===== src/rtl/if_mem_arbiter_pkg.sv =====
// -----------------------------------------------------------------------------
// if_mem_arbiter_pkg
// Shared definitions for the IF/MEM bus arbiter slice:
//   - default word address/data widths (WordAddrBus / WordDataBus)
//   - bus read/write encoding
//   - arbiter state enumeration
//   - grant-detection helper
// -----------------------------------------------------------------------------
package if_mem_arbiter_pkg;

  localparam int unsigned WORD_ADDR_W = 30;  // WordAddrBus width
  localparam int unsigned WORD_DATA_W = 32;  // WordDataBus width

  localparam logic BUS_READ  = 1'b0;
  localparam logic BUS_WRITE = 1'b1;

  typedef enum logic [1:0] {
    ARB_IDLE = 2'd0,
    ARB_IF   = 2'd1,
    ARB_MEM  = 2'd2
  } arb_state_t;

  // A grant is the step out of IDLE into either access state.
  function automatic logic is_grant(input arb_state_t cur, input arb_state_t nxt);
    return (cur == ARB_IDLE) && (nxt != ARB_IDLE);
  endfunction

endpackage


===== src/rtl/if_mem_arbiter_if.sv =====
// -----------------------------------------------------------------------------
// if_mem_arbiter_if
// Bundles the fetch port, the data-access port and the shared CPU bus port.
//   modport master : the arbiter's view (it owns the shared bus)
//   modport slave  : the environment's view (requesters + bus responder)
// Parameters ADDR_W / DATA_W must match the arbiter instance.
// -----------------------------------------------------------------------------
interface if_mem_arbiter_if
  import if_mem_arbiter_pkg::*;
#(
  parameter int unsigned ADDR_W = WORD_ADDR_W,
  parameter int unsigned DATA_W = WORD_DATA_W
);

  // Instruction fetch port
  logic              if_req;
  logic [ADDR_W-1:0] if_addr;
  logic              if_flush;
  logic [DATA_W-1:0] if_rdata;
  logic              if_rdy;
  logic              if_busy;

  // Memory access port
  logic              mem_req;
  logic              mem_rw;
  logic [ADDR_W-1:0] mem_addr;
  logic [DATA_W-1:0] mem_wdata;
  logic [DATA_W-1:0] mem_rdata;
  logic              mem_rdy;
  logic              mem_busy;

  // Shared CPU bus port
  logic              bus_req;
  logic              bus_rw;
  logic [ADDR_W-1:0] bus_addr;
  logic [DATA_W-1:0] bus_wdata;
  logic [DATA_W-1:0] bus_rdata;
  logic              bus_rdy;
  logic              bus_err;

  modport master (
    input  if_req, if_addr, if_flush,
    output if_rdata, if_rdy, if_busy,
    input  mem_req, mem_rw, mem_addr, mem_wdata,
    output mem_rdata, mem_rdy, mem_busy,
    output bus_req, bus_rw, bus_addr, bus_wdata, bus_err,
    input  bus_rdata, bus_rdy
  );

  modport slave (
    output if_req, if_addr, if_flush,
    input  if_rdata, if_rdy, if_busy,
    output mem_req, mem_rw, mem_addr, mem_wdata,
    input  mem_rdata, mem_rdy, mem_busy,
    input  bus_req, bus_rw, bus_addr, bus_wdata, bus_err,
    output bus_rdata, bus_rdy
  );

endinterface


===== src/rtl/if_mem_arb_watchdog.sv =====
// -----------------------------------------------------------------------------
// if_mem_arb_watchdog
// Bus_rdy watchdog for the IF/MEM arbiter; only built with
// IF_MEM_ARB_TIMEOUT_EN defined.
// Ports:
//   clk, rst    clock, synchronous active-high reset
//   active_i    an access is in flight
//   bus_rdy_i   bus cycle done
//   clear_i     grant: restart the count
//   expired_o   combinational: this is the TIMEOUT-th cycle without bus_rdy
// -----------------------------------------------------------------------------
`ifdef IF_MEM_ARB_TIMEOUT_EN
module if_mem_arb_watchdog #(
  parameter int unsigned TIMEOUT = 255
) (
  input  logic clk,
  input  logic rst,
  input  logic active_i,
  input  logic bus_rdy_i,
  input  logic clear_i,
  output logic expired_o
);

  localparam int unsigned CNT_W = $clog2(TIMEOUT + 1);
  // The count holds the number of wait cycles already elapsed, so the
  // TIMEOUT-th wait cycle is the one that sees TIMEOUT-1.
  localparam logic [CNT_W-1:0] LIMIT = CNT_W'(TIMEOUT - 1);

  logic [CNT_W-1:0] cnt_q;
  logic [CNT_W-1:0] cnt_d;
  logic             expired_s;

  assign expired_s = active_i && !bus_rdy_i && (cnt_q == LIMIT);
  assign expired_o = expired_s;

  // Next count: clear on grant or expiry, advance on each unanswered cycle.
  always_comb begin
    cnt_d = cnt_q;
    if (clear_i || expired_s) begin
      cnt_d = '0;
    end else if (active_i && !bus_rdy_i) begin
      cnt_d = cnt_q + CNT_W'(1);
    end else begin
      cnt_d = cnt_q;
    end
  end

  // Count register.
  always_ff @(posedge clk) begin
    if (rst) begin
      cnt_q <= '0;
    end else begin
      cnt_q <= cnt_d;
    end
  end

endmodule
`endif


===== src/rtl/if_mem_arbiter.sv =====
// -----------------------------------------------------------------------------
// if_mem_arbiter
// Shares the single CPU bus port between instruction fetch (IF) and memory
// access (MEM). MEM wins ties because it belongs to the older instruction.
// Every access is followed by one IDLE cycle; bus_* outputs are registered
// and held for the whole access. A fetch flushed in flight still completes
// on the bus, but its if_rdy is swallowed.
// Ports:
//   clk, rst  clock, synchronous active-high reset
//   bus       if_mem_arbiter_if.master: fetch port, data port, shared bus
// Optional: define IF_MEM_ARB_TIMEOUT_EN to add a bus_rdy watchdog that ends
// an access after TIMEOUT unanswered cycles with bus_err and a zero rdata.
// -----------------------------------------------------------------------------
module if_mem_arbiter
  import if_mem_arbiter_pkg::*;
#(
  parameter int unsigned ADDR_W  = WORD_ADDR_W,
  parameter int unsigned DATA_W  = WORD_DATA_W,
  parameter int unsigned TIMEOUT = 255
) (
  input  logic                 clk,
  input  logic                 rst,
  if_mem_arbiter_if.master     bus
);

  arb_state_t        state_q,     state_d;
  logic              discard_q,   discard_d;
  logic              bus_req_q,   bus_req_d;
  logic              bus_rw_q,    bus_rw_d;
  logic [ADDR_W-1:0] bus_addr_q,  bus_addr_d;
  logic [DATA_W-1:0] bus_wdata_q, bus_wdata_d;

  logic              timeout_s;
  logic              done_s;
  logic              if_rdy_s;
  logic              mem_rdy_s;

`ifdef IF_MEM_ARB_TIMEOUT_EN
  logic grant_s;
  logic active_s;

  assign grant_s  = is_grant(state_q, state_d);
  assign active_s = (state_q != ARB_IDLE);

  if_mem_arb_watchdog #(
    .TIMEOUT (TIMEOUT)
  ) u_watchdog (
    .clk       (clk),
    .rst       (rst),
    .active_i  (active_s),
    .bus_rdy_i (bus.bus_rdy),
    .clear_i   (grant_s),
    .expired_o (timeout_s)
  );
`else
  // No watchdog: an access waits for bus_rdy indefinitely.
  assign timeout_s = (TIMEOUT == 32'd0) & 1'b0;
`endif

  // A watchdog expiry ends the access exactly like a bus_rdy would.
  assign done_s    = bus.bus_rdy | timeout_s;
  // Flush in the completion cycle also suppresses the fetch result.
  assign if_rdy_s  = (state_q == ARB_IF) && done_s && !discard_q && !bus.if_flush;
  assign mem_rdy_s = (state_q == ARB_MEM) && done_s;

  assign bus.if_rdy    = if_rdy_s;
  assign bus.mem_rdy   = mem_rdy_s;
  assign bus.if_busy   = bus.if_req && !if_rdy_s;
  assign bus.mem_busy  = bus.mem_req && !mem_rdy_s;
  assign bus.if_rdata  = timeout_s ? '0 : bus.bus_rdata;
  assign bus.mem_rdata = timeout_s ? '0 : bus.bus_rdata;
  assign bus.bus_err   = timeout_s;
  assign bus.bus_req   = bus_req_q;
  assign bus.bus_rw    = bus_rw_q;
  assign bus.bus_addr  = bus_addr_q;
  assign bus.bus_wdata = bus_wdata_q;

  // Arbitration FSM next-state and bus output latching.
  always_comb begin
    state_d     = state_q;
    discard_d   = discard_q;
    bus_req_d   = bus_req_q;
    bus_rw_d    = bus_rw_q;
    bus_addr_d  = bus_addr_q;
    bus_wdata_d = bus_wdata_q;
    case (state_q)
      ARB_IDLE: begin
        discard_d = 1'b0;
        if (bus.mem_req) begin
          state_d     = ARB_MEM;
          bus_req_d   = 1'b1;
          bus_rw_d    = bus.mem_rw;
          bus_addr_d  = bus.mem_addr;
          bus_wdata_d = bus.mem_wdata;
        end else if (bus.if_req && !bus.if_flush) begin
          state_d     = ARB_IF;
          bus_req_d   = 1'b1;
          bus_rw_d    = BUS_READ;
          bus_addr_d  = bus.if_addr;
          bus_wdata_d = '0;
        end else begin
          state_d = ARB_IDLE;
        end
      end
      ARB_IF, ARB_MEM: begin
        if (done_s) begin
          // Back to IDLE; the next grant cannot happen before the next edge.
          state_d     = ARB_IDLE;
          discard_d   = 1'b0;
          bus_req_d   = 1'b0;
          bus_rw_d    = 1'b0;
          bus_addr_d  = '0;
          bus_wdata_d = '0;
        end else if ((state_q == ARB_IF) && bus.if_flush) begin
          discard_d = 1'b1;
        end else begin
          discard_d = discard_q;
        end
      end
      default: begin
        state_d     = ARB_IDLE;
        discard_d   = 1'b0;
        bus_req_d   = 1'b0;
        bus_rw_d    = 1'b0;
        bus_addr_d  = '0;
        bus_wdata_d = '0;
      end
    endcase
  end

  // State and registered bus outputs; reset abandons any in-flight access.
  always_ff @(posedge clk) begin
    if (rst) begin
      state_q     <= ARB_IDLE;
      discard_q   <= 1'b0;
      bus_req_q   <= 1'b0;
      bus_rw_q    <= 1'b0;
      bus_addr_q  <= '0;
      bus_wdata_q <= '0;
    end else begin
      state_q     <= state_d;
      discard_q   <= discard_d;
      bus_req_q   <= bus_req_d;
      bus_rw_q    <= bus_rw_d;
      bus_addr_q  <= bus_addr_d;
      bus_wdata_q <= bus_wdata_d;
    end
  end

endmodule


===== src/flat_wrapper.sv =====
// flat-port wrapper written by rule: the top's interface ports become plain ports
module if_mem_arbiter_flat import if_mem_arbiter_pkg::*;
#(
  parameter int unsigned ADDR_W  = WORD_ADDR_W,
  parameter int unsigned DATA_W  = WORD_DATA_W,
  parameter int unsigned TIMEOUT = 255
)
  (clk, rst, bus_if_req, bus_if_addr, bus_if_flush, bus_if_rdata, bus_if_rdy, bus_if_busy, bus_mem_req, bus_mem_rw, bus_mem_addr, bus_mem_wdata, bus_mem_rdata, bus_mem_rdy, bus_mem_busy, bus_bus_req, bus_bus_rw, bus_bus_addr, bus_bus_wdata, bus_bus_err, bus_bus_rdata, bus_bus_rdy);
  if_mem_arbiter_if #(.ADDR_W(ADDR_W), .DATA_W(DATA_W)) bus_i ();
  input  logic clk;
  input  logic rst;
  input wire logic [$bits(bus_i.if_req)-1:0] bus_if_req;
  input wire logic [$bits(bus_i.if_addr)-1:0] bus_if_addr;
  input wire logic [$bits(bus_i.if_flush)-1:0] bus_if_flush;
  output wire logic [$bits(bus_i.if_rdata)-1:0] bus_if_rdata;
  output wire logic [$bits(bus_i.if_rdy)-1:0] bus_if_rdy;
  output wire logic [$bits(bus_i.if_busy)-1:0] bus_if_busy;
  input wire logic [$bits(bus_i.mem_req)-1:0] bus_mem_req;
  input wire logic [$bits(bus_i.mem_rw)-1:0] bus_mem_rw;
  input wire logic [$bits(bus_i.mem_addr)-1:0] bus_mem_addr;
  input wire logic [$bits(bus_i.mem_wdata)-1:0] bus_mem_wdata;
  output wire logic [$bits(bus_i.mem_rdata)-1:0] bus_mem_rdata;
  output wire logic [$bits(bus_i.mem_rdy)-1:0] bus_mem_rdy;
  output wire logic [$bits(bus_i.mem_busy)-1:0] bus_mem_busy;
  output wire logic [$bits(bus_i.bus_req)-1:0] bus_bus_req;
  output wire logic [$bits(bus_i.bus_rw)-1:0] bus_bus_rw;
  output wire logic [$bits(bus_i.bus_addr)-1:0] bus_bus_addr;
  output wire logic [$bits(bus_i.bus_wdata)-1:0] bus_bus_wdata;
  output wire logic [$bits(bus_i.bus_err)-1:0] bus_bus_err;
  input wire logic [$bits(bus_i.bus_rdata)-1:0] bus_bus_rdata;
  input wire logic [$bits(bus_i.bus_rdy)-1:0] bus_bus_rdy;
  assign bus_i.if_req = bus_if_req;
  assign bus_i.if_addr = bus_if_addr;
  assign bus_i.if_flush = bus_if_flush;
  assign bus_if_rdata = bus_i.if_rdata;
  assign bus_if_rdy = bus_i.if_rdy;
  assign bus_if_busy = bus_i.if_busy;
  assign bus_i.mem_req = bus_mem_req;
  assign bus_i.mem_rw = bus_mem_rw;
  assign bus_i.mem_addr = bus_mem_addr;
  assign bus_i.mem_wdata = bus_mem_wdata;
  assign bus_mem_rdata = bus_i.mem_rdata;
  assign bus_mem_rdy = bus_i.mem_rdy;
  assign bus_mem_busy = bus_i.mem_busy;
  assign bus_bus_req = bus_i.bus_req;
  assign bus_bus_rw = bus_i.bus_rw;
  assign bus_bus_addr = bus_i.bus_addr;
  assign bus_bus_wdata = bus_i.bus_wdata;
  assign bus_bus_err = bus_i.bus_err;
  assign bus_i.bus_rdata = bus_bus_rdata;
  assign bus_i.bus_rdy = bus_bus_rdy;
  if_mem_arbiter #(.ADDR_W(ADDR_W), .DATA_W(DATA_W), .TIMEOUT(TIMEOUT)) u_core (.clk(clk), .rst(rst), .bus(bus_i));
endmodule

===== config.mk =====
export PLATFORM = sky130hd
export DESIGN_NAME = if_mem_arbiter_flat
export DESIGN_NICKNAME = d
export VERILOG_FILES = /design/src/rtl/if_mem_arbiter_pkg.sv /design/src/rtl/if_mem_arbiter_if.sv /design/src/rtl/if_mem_arb_watchdog.sv /design/src/rtl/if_mem_arbiter.sv /design/src/flat_wrapper.sv
export SDC_FILE = /design/constraint.sdc
export NUM_CORES = 1
export LEC_CHECK = 0
export CAP_MARGIN = 20
export CORE_ASPECT_RATIO = 1.2
export CORE_MARGIN = 2
export CORE_UTILIZATION = 35
export CTS_BUF_LIST = sky130_fd_sc_hd__clkbuf_4
export DETAILED_ROUTE_END_ITERATION = 10
export GPL_ROUTABILITY_DRIVEN = 0
export PLACE_DENSITY = 0.92
export SYNTH_ARGS = -nofsm -noshare
export SYNTH_HDL_FRONTEND = slang
export SYNTH_HIERARCHICAL = 1
export SYNTH_SLANG_ARGS = --single-unit

===== constraint.sdc =====
create_clock -name clk -period 2 [get_ports clk]
set_input_delay 0.2 -clock clk [delete_from_list [all_inputs] [get_ports clk]]
set_output_delay 0.2 -clock clk [all_outputs]
set_load 0.005 [all_outputs]

* Word level (Yosys, flattened, before mapping)
Cells that the tools add are included.
Widths: inputs -> output; s select.
** Operators by class
- Equal/unequal tests :: 4
- Mux-type cells :: 19
- Bitwise operators :: 1
- Reduce and logical (&&, ||, !) cells :: 16
** Operators with widths (count)
- $mux 32 :: 3
- $mux 30 :: 3
- $pmux 32 s2 :: 1
- $pmux 30 s2 :: 1
- $logic_and 1x1->1 :: 8
- $mux 1 :: 6
- $logic_not 1->1 :: 4
- $mux 2 :: 2
- $pmux 1 s2 :: 2
- $pmux 2 s2 :: 1
- $ne 3x2->1 const B :: 1
- $reduce_or 3->1 :: 1
- $eq 2x1->1 const B :: 1
- $eq 2x2->1 const B :: 1
- $logic_not 2->1 :: 1
- $ne 2x2->1 const B :: 1
- $reduce_and 2->1 :: 1
- $reduce_or 2->1 :: 1
- $not 1->1 :: 1
** Word-level totals
- Register bits :: 67
- Input bits :: 131
- Word-level logic and storage cells :: 46

* Longest topological paths before layout
Gate-level depths: netlist of the first run.
- Depth after elaboration :: 6
- Depth in mapped cells :: 7

* Worst setup path before layout of the first run
OpenSTA, ideal clock, no wires.
- Path type :: reg-to-reg
- From :: register u_core.state_q[0]
- To :: register u_core.bus_wdata_q[22] (netlist: u_core/bus.bus_wdata[22])
- Setup time :: 0.118 ns
- Arrival :: 1.386 ns
- Data required time :: 1.882 ns
- Path slack :: 0.496 ns
- Cell stages (with the launch flop) :: 8
- Buffers on the path :: 2
- Period minus slack after synthesis :: 1.504 ns
- Cells stage by stage :: dfxtp_1 > inv_1 > ha_1 > nor2b_4 > and3_1 > buf_6 > buf_6 > a32o_2
** On the way
- Word-level cells in the longest chain between the ends :: 4
** Ends and longest elaborated chain
- start, declared :: RTL line if_mem_arbiter.sv:26 : arb_state_t state_q, state_d;
- start signal, assigned :: RTL line if_mem_arbiter.sv:141 : state_q <= state_d;
- $eq 2x2->1 / $eq 2x1->1 (equally long branches) :: RTL line if_mem_arbiter.sv:86 : case (state_q)
- $reduce_or 2->1 :: RTL line if_mem_arbiter.sv:86
- $ne 2x2->1 (no line)
- $reduce_and 2->1 (no line)
- end signal, assigned :: RTL line if_mem_arbiter.sv:146 : bus_wdata_q <= bus_wdata_d;
- end, declared :: RTL line if_mem_arbiter.sv:31 : logic [DATA_W-1:0] bus_wdata_q, bus_wdata_d;
Parallel ways exist; a longest one is shown, timed or not.
A chain may end at the register's enable or synchronous reset.

* Final worst setup path of the first run
- From :: register u_core.state_q[0]
- To :: output bus_mem_busy
** On the way
- Word-level cells in the longest chain between the ends :: 4
** Ends and longest elaborated chain
- $eq 2x2->1 :: RTL line if_mem_arbiter.sv:64 : assign mem_rdy_s = (state_q == ARB_MEM) && done_s;
- $logic_and 1x1->1 :: RTL line if_mem_arbiter.sv:64
- $logic_not 1->1 :: RTL line if_mem_arbiter.sv:69 : assign bus.mem_busy = bus.mem_req && !mem_rdy_s;
- $logic_and 1x1->1 :: RTL line if_mem_arbiter.sv:69
- end, declared :: RTL line flat_wrapper.sv:24 : output wire logic [$bits(bus_i.mem_busy)-1:0] bus_mem_busy;
No other way between the ends.

==> results.ini, run 1 <==
[power]
clkPwrFrac_pct = 29.4
p_sw_uw = 819.2
leakagePower_uw = 0.001904
switching_share_pct = 25.06
pwr-share-comb_pct = 24.7
ir_worst_vdd_mv = 0.3296
pwr-share-seq_pct = 45.8
cellPowerDensity_nw_per_um2 = 679.2
intPower_uw = 2450

[synthesis]
synthArstFlopShare_pct = 0
synth_top_area_share_pct = 38.81
synth.distinct_cells = 29
synth_most_common_cell = dfxtp_1
yosysSeqAreaShare_pct = 38.81
yosys-top-cells-area = dfxtp_1, buf_4, mux2_2
yosysWarnings = 6
syn_area_um2 = 3456
ys_seq_elements = 67
syn_inst = 337
synth_edf_count = 0
synth_flop_cell = dfxtp_1
syn_area_per_cell_um2 = 10.25
synthTopCellsByCount = dfxtp_1, buf_4, nand2_1
syn-num-nets = 471
yosys.area.top_type = dfxtp_1

[detailed_routing]
wirelength_um = 8903
first_pass_iters = 4
first_iter_violations = 90
vias_per_cell = 4.932
wl_per_cell_um = 15.93
drcViolationCount = 0
via_count = 2757
ant_nets = 0

[min_path]
whs_path_depth = 2
hold_path.class = primary input to register

[final_layout]
utilization_pct = 50.33
nNetsFinal = 566
diodes = 0
final_cell_count_no_fill = 559
synthToLayoutAreaGrowth_pct = 39.28
drive_gt1_share_pct = 15.83

[global_routing]
grt_pass1_wl_um = 13810
antenna_found_initial = 0
grt_pass1_vias = 2805
grt_max_degree = 36
gr-total-overflow = 0
grt_usage_pct = 16.85

[clock_network]
max-clock-path-buffers = 2
tritoncts = yes
htreeDepth = 3
clk_pin_slew_worst_paths_ns = 0.12
insertion_delay_ns = 0.41
root_buffer = clkbuf_4
numCtsBuffers = 9
cts.sinks = 67

[run_status]
status = finished clean

[sta]
finalSetupViolations = 0
hold_viol_final = 0
finalMaxSlewViolations = 0
setup_slack_ns = 0.1580
finalCritPeriodShare_pct = 92.10
min_period_ns = 1.842
holdWs_ns = 0.3732
fmax_mhz = 542.9
rsz0062_at_grt = no
setup_tns_ns = 0
skew_ns = 0.01422

[die]
ios = 264
initial_core_util_pct = 36.13
die_area_um2 = 10690
die_x_um = 94.71
fp.dieH_um = 112.9
num_rows = 39
coreArea_um2 = 9564

[place]
port_buffers = 166
place_worst_setup_slack_ns = 0.1768
dp_cells = 543
hpwlAfterDp_um = 6691

[worst_setup_path]
cp.depth = 5
slowest_delay_ns = 0.37
reg2reg_setup_slack_ns = 0.34
worst-setup-path-type = register to output port
critPathMaxFanout = 3
reg2reg_depth = 6
cp.buffers_inverters = 2
crit_chain = inv_1, ha_1, and2_1, nor2b_1, clkdlybuf4s15_1
startpoint_type = register
crit_arrival_ns = 1.64
required_ns = 1.80
crit_path_top_delay_cell = dfxtp_1
end_kind = output port
crit_family = buffers and inverters

[job]
cap_violations = 0

layer usage:
layer	track usage, %	part of all wire, %	vias up
met5	0	0	-
met2	28.56	49	144
li1	-	-	1287
met3	7.257	9.6	42
met4	9.565	4.6	0
met1	17.10	37	1284
flip-flops by register name (all words and copies together), names as in the netlist:
signal,count
u_core/bus.bus_wdata,32
u_core/bus.bus_addr,30
u_core/state_q,2
u_core/bus.bus_req,1
u_core/bus.bus_rw,1
u_core/discard_q,1
final cells by class:
class,instances,area (um2)
timing repair buffer,174,1750
clock inverter,6,81.33
inverter,4,15.01
fill,836,4751
multi-input combinational,176,1403
sequential,67,1343
clock buffer,9,67.56
tap,123,153.9
logic make-up (layout without fill, tap and decap cells):
kind of cell | count (synthesis) | count (layout) | synth area share (%)
AOI/OAI and AO/OA | 39 | 39 | 10.97
adders and majority gates | 3 | 3 | 1.086
buffers and inverters | 94 | 193 | 20.89
DFF | 67 | 67 | 38.81
muxes | 60 | 60 | 18.46
other | 1 | 1 | 0.1085
and+or+nand+nor | 73 | 73 | 9.667
timing repair:
action | in CTS | in global routing
resized for setup | 3 | 4
cloned | 0 | 0
hold buffers | 0 | 0
endpoints found under the setup margin | 2 | 3
endpoints found under the hold margin | 0 | 0
buffers inserted | 1 | 0
per-stage QoR:
stage	instance area, um2	power, uW
global placement	4649	2318
global route	4813	3463
finish	4813	3269
detailed placement	4649	2342
floorplan	3456	2011
CTS	4805	3327
power by group through the flow:
stage          clock, uW  sequential [uW]  combinational, uW
2_1_floorplan          0             1530                477
3_3_place_gp           0             1520                796
3_5_place_dp           0             1530                813
4_1_cts             1010             1500                818
5_1_grt             1080             1510                870
6_report             963             1500                808
layout by cell type (no fill, tap or decap), types with 2 or more instances in the layout:
master	synthesis	final
a32o_1	24	24
bufinv_16	0	2
clkinv_2	0	2
dfxtp_1	67	66
clkbuf_4	0	9
a32o_2	9	9
buf_12	2	2
nand2b_4	2	2
nor2b_1	3	3
nand2_1	61	61
inv_1	4	3
a21oi_1	3	3
ha_1	3	2
buf_4	66	6
clkdlybuf4s50_1	0	162
mux2i_1	30	30
mux2_2	30	30
dlymetal6s2s_1	0	2
final timing paths:
path	startpoint	end
worst max-delay path	u_core/state_q[0]	bus_mem_busy
worst min-delay path	bus_mem_wdata[27]	u_core/bus.bus_wdata[27]
worst max register to register	u_core/state_q[0]	u_core/bus.bus_wdata[4]
worst min register to register	u_core/bus.bus_req	u_core/bus.bus_req
(Power assumes the default switching activity.)
==> run 2, diff against run 1 <==
--- a/config.mk
+++ b/config.mk
@@ -6,13 +6,13 @@
 export NUM_CORES = 1
 export LEC_CHECK = 0
 export CAP_MARGIN = 20
-export CORE_ASPECT_RATIO = 1.2
 export CORE_MARGIN = 2
 export CORE_UTILIZATION = 35
 export CTS_BUF_LIST = sky130_fd_sc_hd__clkbuf_4
 export DETAILED_ROUTE_END_ITERATION = 10
 export GPL_ROUTABILITY_DRIVEN = 0
 export PLACE_DENSITY = 0.92
+export SETUP_SLACK_MARGIN = 0.3
 export SYNTH_ARGS = -nofsm -noshare
 export SYNTH_HDL_FRONTEND = slang
 export SYNTH_HIERARCHICAL = 1
==> run 2 against run 1 <==
Effect of this change:
- wire length increased by 1.1%
- critical path depth unchanged
- non-clock buffer count increased by 3
==> results.ini, run 2 (synthesis gave the netlist of run 1 again) <==
[detailed_routing]
wl_per_cell_um = 15.71  ; -1.4%
ant_nets = 0  ; unchanged
first_pass_iters = 4  ; unchanged
wirelength_um = 8999  ; +1.1%
first_iter_violations = 70  ; -22%
via_count = 2725  ; -1.2%
vias_per_cell = 4.756  ; -3.6%
drcViolationCount = 0  ; unchanged

[worst_setup_path]
endpoint = bus_if_busy
crit_family = flip-flops
worstReg2RegEnd = u_core/bus.bus_wdata[21]
reg2reg_depth = 6  ; unchanged
end_kind = output port
worst-setup-path-type = register to output port
crit_arrival_ns = 1.44  ; -0.20 ns
reg2reg_setup_slack_ns = 0.43  ; +0.09 ns
cp.buffers_inverters = 2  ; unchanged
slowest_delay_ns = 0.37  ; about the same
crit_path_top_delay_cell = dfxtp_2
r2r_start = u_core/state_q[0]
required_ns = 1.80  ; about the same
crit_chain = inv_2, ha_4, and4bb_2, nor2b_1, buf_2
startpoint_type = register
startpoint = u_core/state_q[1]
critPathMaxFanout = 3  ; unchanged
cp.depth = 5  ; unchanged

[global_routing]
gr-total-overflow = 0  ; unchanged
antenna_found_initial = 0  ; unchanged
grt_max_degree = 64  ; +78%
grt_pass1_vias = 2749  ; -2.0%
grt_usage_pct = 16.68  ; -0.17 points
grt_pass1_wl_um = 13640  ; -1.2%

[clock_network]
clk_pin_slew_worst_paths_ns = 0.13  ; about the same
htreeDepth = 3  ; unchanged
root_buffer = clkbuf_4
cts.sinks = 67  ; unchanged
insertion_delay_ns = 0.41  ; about the same
max-clock-path-buffers = 2  ; unchanged
tritoncts = yes
numCtsBuffers = 9  ; unchanged

[die]
die_area_um2 = 10680  ; about the same
coreArea_um2 = 9684  ; +1.3%
ios = 264  ; unchanged
die_x_um = 103.4  ; +9.1%
initial_core_util_pct = 35.68  ; -0.45 points
num_rows = 36  ; -7.7%
fp.dieH_um = 103.4  ; -8.4%

[place]
hpwlAfterDp_um = 6802  ; +1.7%
port_buffers = 166  ; unchanged
dp_cells = 554  ; +2.0%

[final_layout]
layout_common_cells = clkdlybuf4s50_1, dfxtp_1, nand2_1
diodes = 0  ; unchanged
ff_latch_area_um2 = 1346  ; +0.28%
synthToLayoutAreaGrowth_pct = 41.78
utilization_pct = 50.59  ; +0.27 points
largest_reg_flops = 32  ; unchanged
nNetsFinal = 569  ; +0.53%
final_cell_count_no_fill = 573  ; +2.5%
fillCellCount = 855  ; +2.3%
multi_input_area_um2 = 1418  ; +1.1%
drive_gt1_share_pct = 18.64  ; +2.8 points
final_common_cell = clkdlybuf4s50_1

[sta]
finalMaxSlewViolations = 0  ; unchanged
min_period_ns = 1.641  ; -0.2009 ns
skew_ns = 0.01696  ; +0.002736 ns
rsz0062_at_grt = yes
holdWs_ns = 0.3771  ; +0.003877 ns
finalCritPeriodShare_pct = 82.06  ; -10 points
setup_tns_ns = 0  ; unchanged
fmax_mhz = 609.3  ; +12%
hold_viol_final = 0  ; unchanged
finalSetupViolations = 0  ; unchanged

[min_path]
hold_path.class = primary input to register

[job]
cap_violations = 0  ; unchanged

[run_status]
status = finished clean

[power]
leakagePower_uw = 0.001917  ; +0.68%
cellPowerDensity_nw_per_um2 = 714.8  ; +5.2%
ir_worst_vdd_mv = 0.4793  ; +45%

run 2: cell types whose count changed in the layout (fill, tap and decap cells not counted), moves of 2 or more:
| cell | previous run | this run |
|---|---|---|
| inv_1 | 3 | 1 |
| inv_2 | 1 | 3 |
| buf_4 | 6 | 8 |
| dlymetal6s2s_1 | 2 | 0 |
| buf_2 | 0 | 3 |
run 2: what timing repair did:
item / in CTS / in global routing
cloned: 0 / 0
endpoints found under the hold margin: 0 / 0
gates resized for setup: 17 / 6
setup buffers: 2 / 1
hold buffers: 0 / 0
pin swaps: 1 / 1
endpoints found under the setup margin: 4 / 4
run 2: worst register-to-register path: cells and delay by family, from the launching register on:
kind / cells / cell delay (ns)
fa+ha+maj: 1 / 0.25
compound gates: 1 / 0.23
buf+inv: 2 / 0.24
simple gates: 2 / 0.34
flops: 1 / 0.39
run 2: cell type report:
cell class | count | area share (%)
repair buffers | 177 | 36.06
inverters | 4 | 0.3064
clock buffers | 10 | 1.532
clock inverters | 6 | 2.298
flip-flops and latches | 67 | 27.48
multi-input cells | 176 | 28.93
well taps | 133 | 3.396
run 2: power by group:
group | internal (uW) | total (uW) | switching (uW)
combinational | 525 | 822 | 298
clock | 652 | 1180 | 529
sequential | 1440 | 1500 | 57.0
total | 2620 | 3500 | 884
run 2: routing by layer:
metal | part of all wire (%) | vias to the layer above | track usage [%] | wire [um]
met3 | 7.1 | 32 | 5.780 | 643
met4 | 3.1 | 0 | 8.806 | 275
li1 | - | 1299 | - | -
met1 | 38 | 1273 | 17.66 | 3431
met5 | 0 | - | 0 | 0
met2 | 52 | 121 | 29.13 | 4648
run 2: worst min-delay path by stage:
stage | start | end | slack (ns) | cells past startpoint
2_1_floorplan | rst | u_core/state_q[0] | 0.27 | 1
3_3_place_gp | bus_bus_rdata[22] | bus_if_rdata[22] | 0.40 | 0
3_5_place_dp | bus_bus_rdata[22] | bus_if_rdata[22] | 0.40 | 0
4_1_cts | bus_mem_wdata[22] | u_core/bus.bus_wdata[22] | 0.34 | 2
5_1_grt | bus_mem_wdata[30] | u_core/bus.bus_wdata[30] | 0.33 | 2
6_report | bus_mem_wdata[23] | u_core/bus.bus_wdata[23] | 0.38 | 2
run 2: per-stage QoR:
stage / setup slack, ns / power, uW / area (um2)
global placement: 0.2321 / 2326 / 4682
finish: 0.3589 / 3502 / 4900
CTS: 0.2908 / 3554 / 4881
detailed placement: 0.1967 / 2358 / 4682
global route: 0.2580 / 3673 / 4900
floorplan: 0.4965 / 2011 / 3456
==> run 3, diff against run 2 <==
==> constraint.sdc (replaced) <==
create_clock -name clk -period 1.7 [get_ports clk]
set_input_delay 0.17 -clock clk [delete_from_list [all_inputs] [get_ports clk]]
set_output_delay 0.17 -clock clk [all_outputs]
set_load 0.005 [all_outputs]
==> run 3 against run 2 <==
Effect of this change:
- flip-flop and latch count unchanged
- final area increased by 5.9%
- sequential power increased by 19%
- register-to-register slack got worse by 0.38 ns
- largest cell class unchanged
- cell count increased by 3.7%
- largest power group unchanged
- first-iteration DRC count decreased by 7.1%
- sequential share of layout area decreased by 0.26 points
- clock power decreased by 14%
- worst hold slack got worse by 0.037 ns
- count of clock-buffer cells in the layout decreased by 1
- via count increased by 3.8%
- critical endpoint is now u_core/bus.bus_wdata[22]
==> results.ini, run 3 (synthesis gave the netlist of run 1 again) <==
[final_layout]
utilization_pct = 53.59  ; +3.0 points
final_cell_count_no_fill = 594  ; +3.7%
largest_reg_flops = 32  ; unchanged
layout_common_cells = clkdlybuf4s50_1, dlygate4sd2_1, nand2_1
nNetsFinal = 590  ; +3.7%
synthToLayoutAreaGrowth_pct = 50.18
diodes = 0  ; unchanged
drive_gt1_share_pct = 34.49  ; +16 points
final_common_cell = clkdlybuf4s50_1
fillCellCount = 892  ; +4.3%

[global_routing]
grt_pass1_wl_um = 14040  ; +2.9%
grt_pass1_vias = 2891  ; +5.2%
antenna_found_initial = 0  ; unchanged
grt_max_degree = 36  ; -44%
gr-total-overflow = 0  ; unchanged
grt_usage_pct = 17.31  ; +0.63 points

[worst_setup_path]
crit_chain = inv_4, buf_4, ha_4, nand2b_4, o21ai_4, buf_12, buf_12, a32o_2
end_kind = register
critPathMostFrequentCell = buf_12
critPathMaxFanout = 18  ; +15
slowest_delay_ns = 0.38  ; about the same
crit_arrival_ns = 1.94  ; +0.50 ns
required_ns = 1.99  ; +0.19 ns
startpoint_type = register
worst-setup-path-type = register to register
crit_path_top_delay_cell = dfxtp_4

[sta]
rsz0062_at_grt = yes
skew_ns = 0.01644  ; -0.0005224 ns
fmax_mhz = 607.7
min_period_ns = 1.646
finalCritPeriodShare_pct = 96.80
finalMaxSlewViolations = 0  ; unchanged
hold_viol_final = 0  ; unchanged
finalSetupViolations = 0  ; unchanged

[run_status]
status = finished clean

[clock_network]
clk_pin_slew_worst_paths_ns = 0.10  ; -0.03 ns
insertion_delay_ns = 0.40  ; about the same
htreeDepth = 3  ; unchanged
cts.sinks = 67  ; unchanged
max-clock-path-buffers = 2  ; unchanged
tritoncts = yes
root_buffer = clkbuf_4
numCtsBuffers = 9  ; unchanged

[power]
ir_worst_vdd_mv = 0.3244  ; -32%
total_power_uw = 3864  ; +10%
cellPowerDensity_nw_per_um2 = 744.5  ; +4.1%
leakagePower_uw = 0.002319  ; +21%

[place]
hpwlAfterDp_um = 6653  ; -2.2%
port_buffers = 166  ; unchanged
dp_cells = 558  ; +0.72%

[detailed_routing]
ant_nets = 0  ; unchanged
vias_per_cell = 4.763  ; +0.15%
wl_per_cell_um = 16.62  ; +5.9%
wirelength_um = 9875  ; +9.7%
first_iter_violations = 65  ; -7.1%
first_pass_iters = 4  ; unchanged
via_count = 2829  ; +3.8%
drcViolationCount = 0  ; unchanged

[die]
initial_core_util_pct = 35.68  ; unchanged
ios = 264  ; unchanged
fp.dieH_um = 103.4  ; unchanged
die_x_um = 103.4  ; unchanged
coreArea_um2 = 9684  ; unchanged
die_area_um2 = 10680  ; unchanged
num_rows = 36  ; unchanged

[min_path]
hold_path.class = primary input to output port

[job]
cap_violations = 0  ; unchanged

[run 3: cell count changes in the layout (fill, tap and decap cells not counted), moves of 5 or more]
cell	delta
clkdlybuf4s50_1	-64
dfxtp_1	-51
buf_12	+5
and3_4	+5
dlygate4sd2_1	+64
buf_6	+7
dfxtp_2	+50
[run 3: through the flow]
step           worst slack (ns)  hold WS (ns)  setup TNS, ns  instance area (um2)
2_1_floorplan            0.3003        0.2317              0                 3476
3_3_place_gp           -0.04373        0.3401       -0.04373                 4757
3_5_place_dp           -0.03642        0.3401       -0.03642                 4757
4_1_cts                 0.08780        0.3134              0                 5024
5_1_grt               -0.003080        0.3114      -0.003080                 5190
6_report                0.05434        0.3400              0                 5190
[run 3: worst max-delay path, delay by kind of cell, from the launching register on]
family                   cells  cell delay (ns)
buffers and inverters        4             0.47
flip-flops                   1             0.38
AO/OA/AOI/OAI                2             0.33
adder cells (fa/ha/maj)      1             0.24
AND/OR/NAND/NOR              1             0.10
[run 3: report_power, final]
part	total [uW]	internal [uW]	leakage [uW]	switching (uW)
clock network	1020	442	0.0000717	581
registers	1780	1710	0.000572	62.8
logic	1060	657	0.00168	407
[run 3: path summary, 6_finish.rpt]
path / cells past startpoint / slack [ns] / start / endpoint
setup / recovery: 8 / 0.05 / u_core/state_q[1] / u_core/bus.bus_wdata[22]
setup reg to reg: 8 / 0.05 / u_core/state_q[1] / u_core/bus.bus_wdata[22]
hold reg to reg: 2 / 0.46 / u_core/bus.bus_req / u_core/bus.bus_req
hold / removal: 0 / 0.34 / bus_bus_rdata[27] / bus_if_rdata[27]
[run 3: per-layer routing]
layer	vias up	global-route usage (%)	share of wire, %
met2	125	30.72	51
met3	23	6.855	7.3
met4	0	5.769	1.8
li1	1353	-	-
met5	-	0	0
met1	1328	18.76	40
[run 3: what timing repair did]
action,4_1_cts,5_1_grt
pin swaps,1,7
hold buffers,0,0
setup buffers,9,2
endpoints found under the setup margin,132,69
resized for setup,148,7
gates cloned,2,7
[run 3: cell type report]
| type | instances | area [um2] | area share (%) |
|---|---|---|---|
| sequential | 67 | 1413 | 27.22 |
| multi-input combinational | 180 | 1501 | 28.93 |
| tap | 133 | 166.4 | 3.206 |
| clock buffer | 9 | 67.56 | 1.302 |
| timing repair buffer | 194 | 1953 | 37.63 |
| clock inverter | 7 | 68.82 | 1.326 |
| inverter | 4 | 20.02 | 0.3857 |
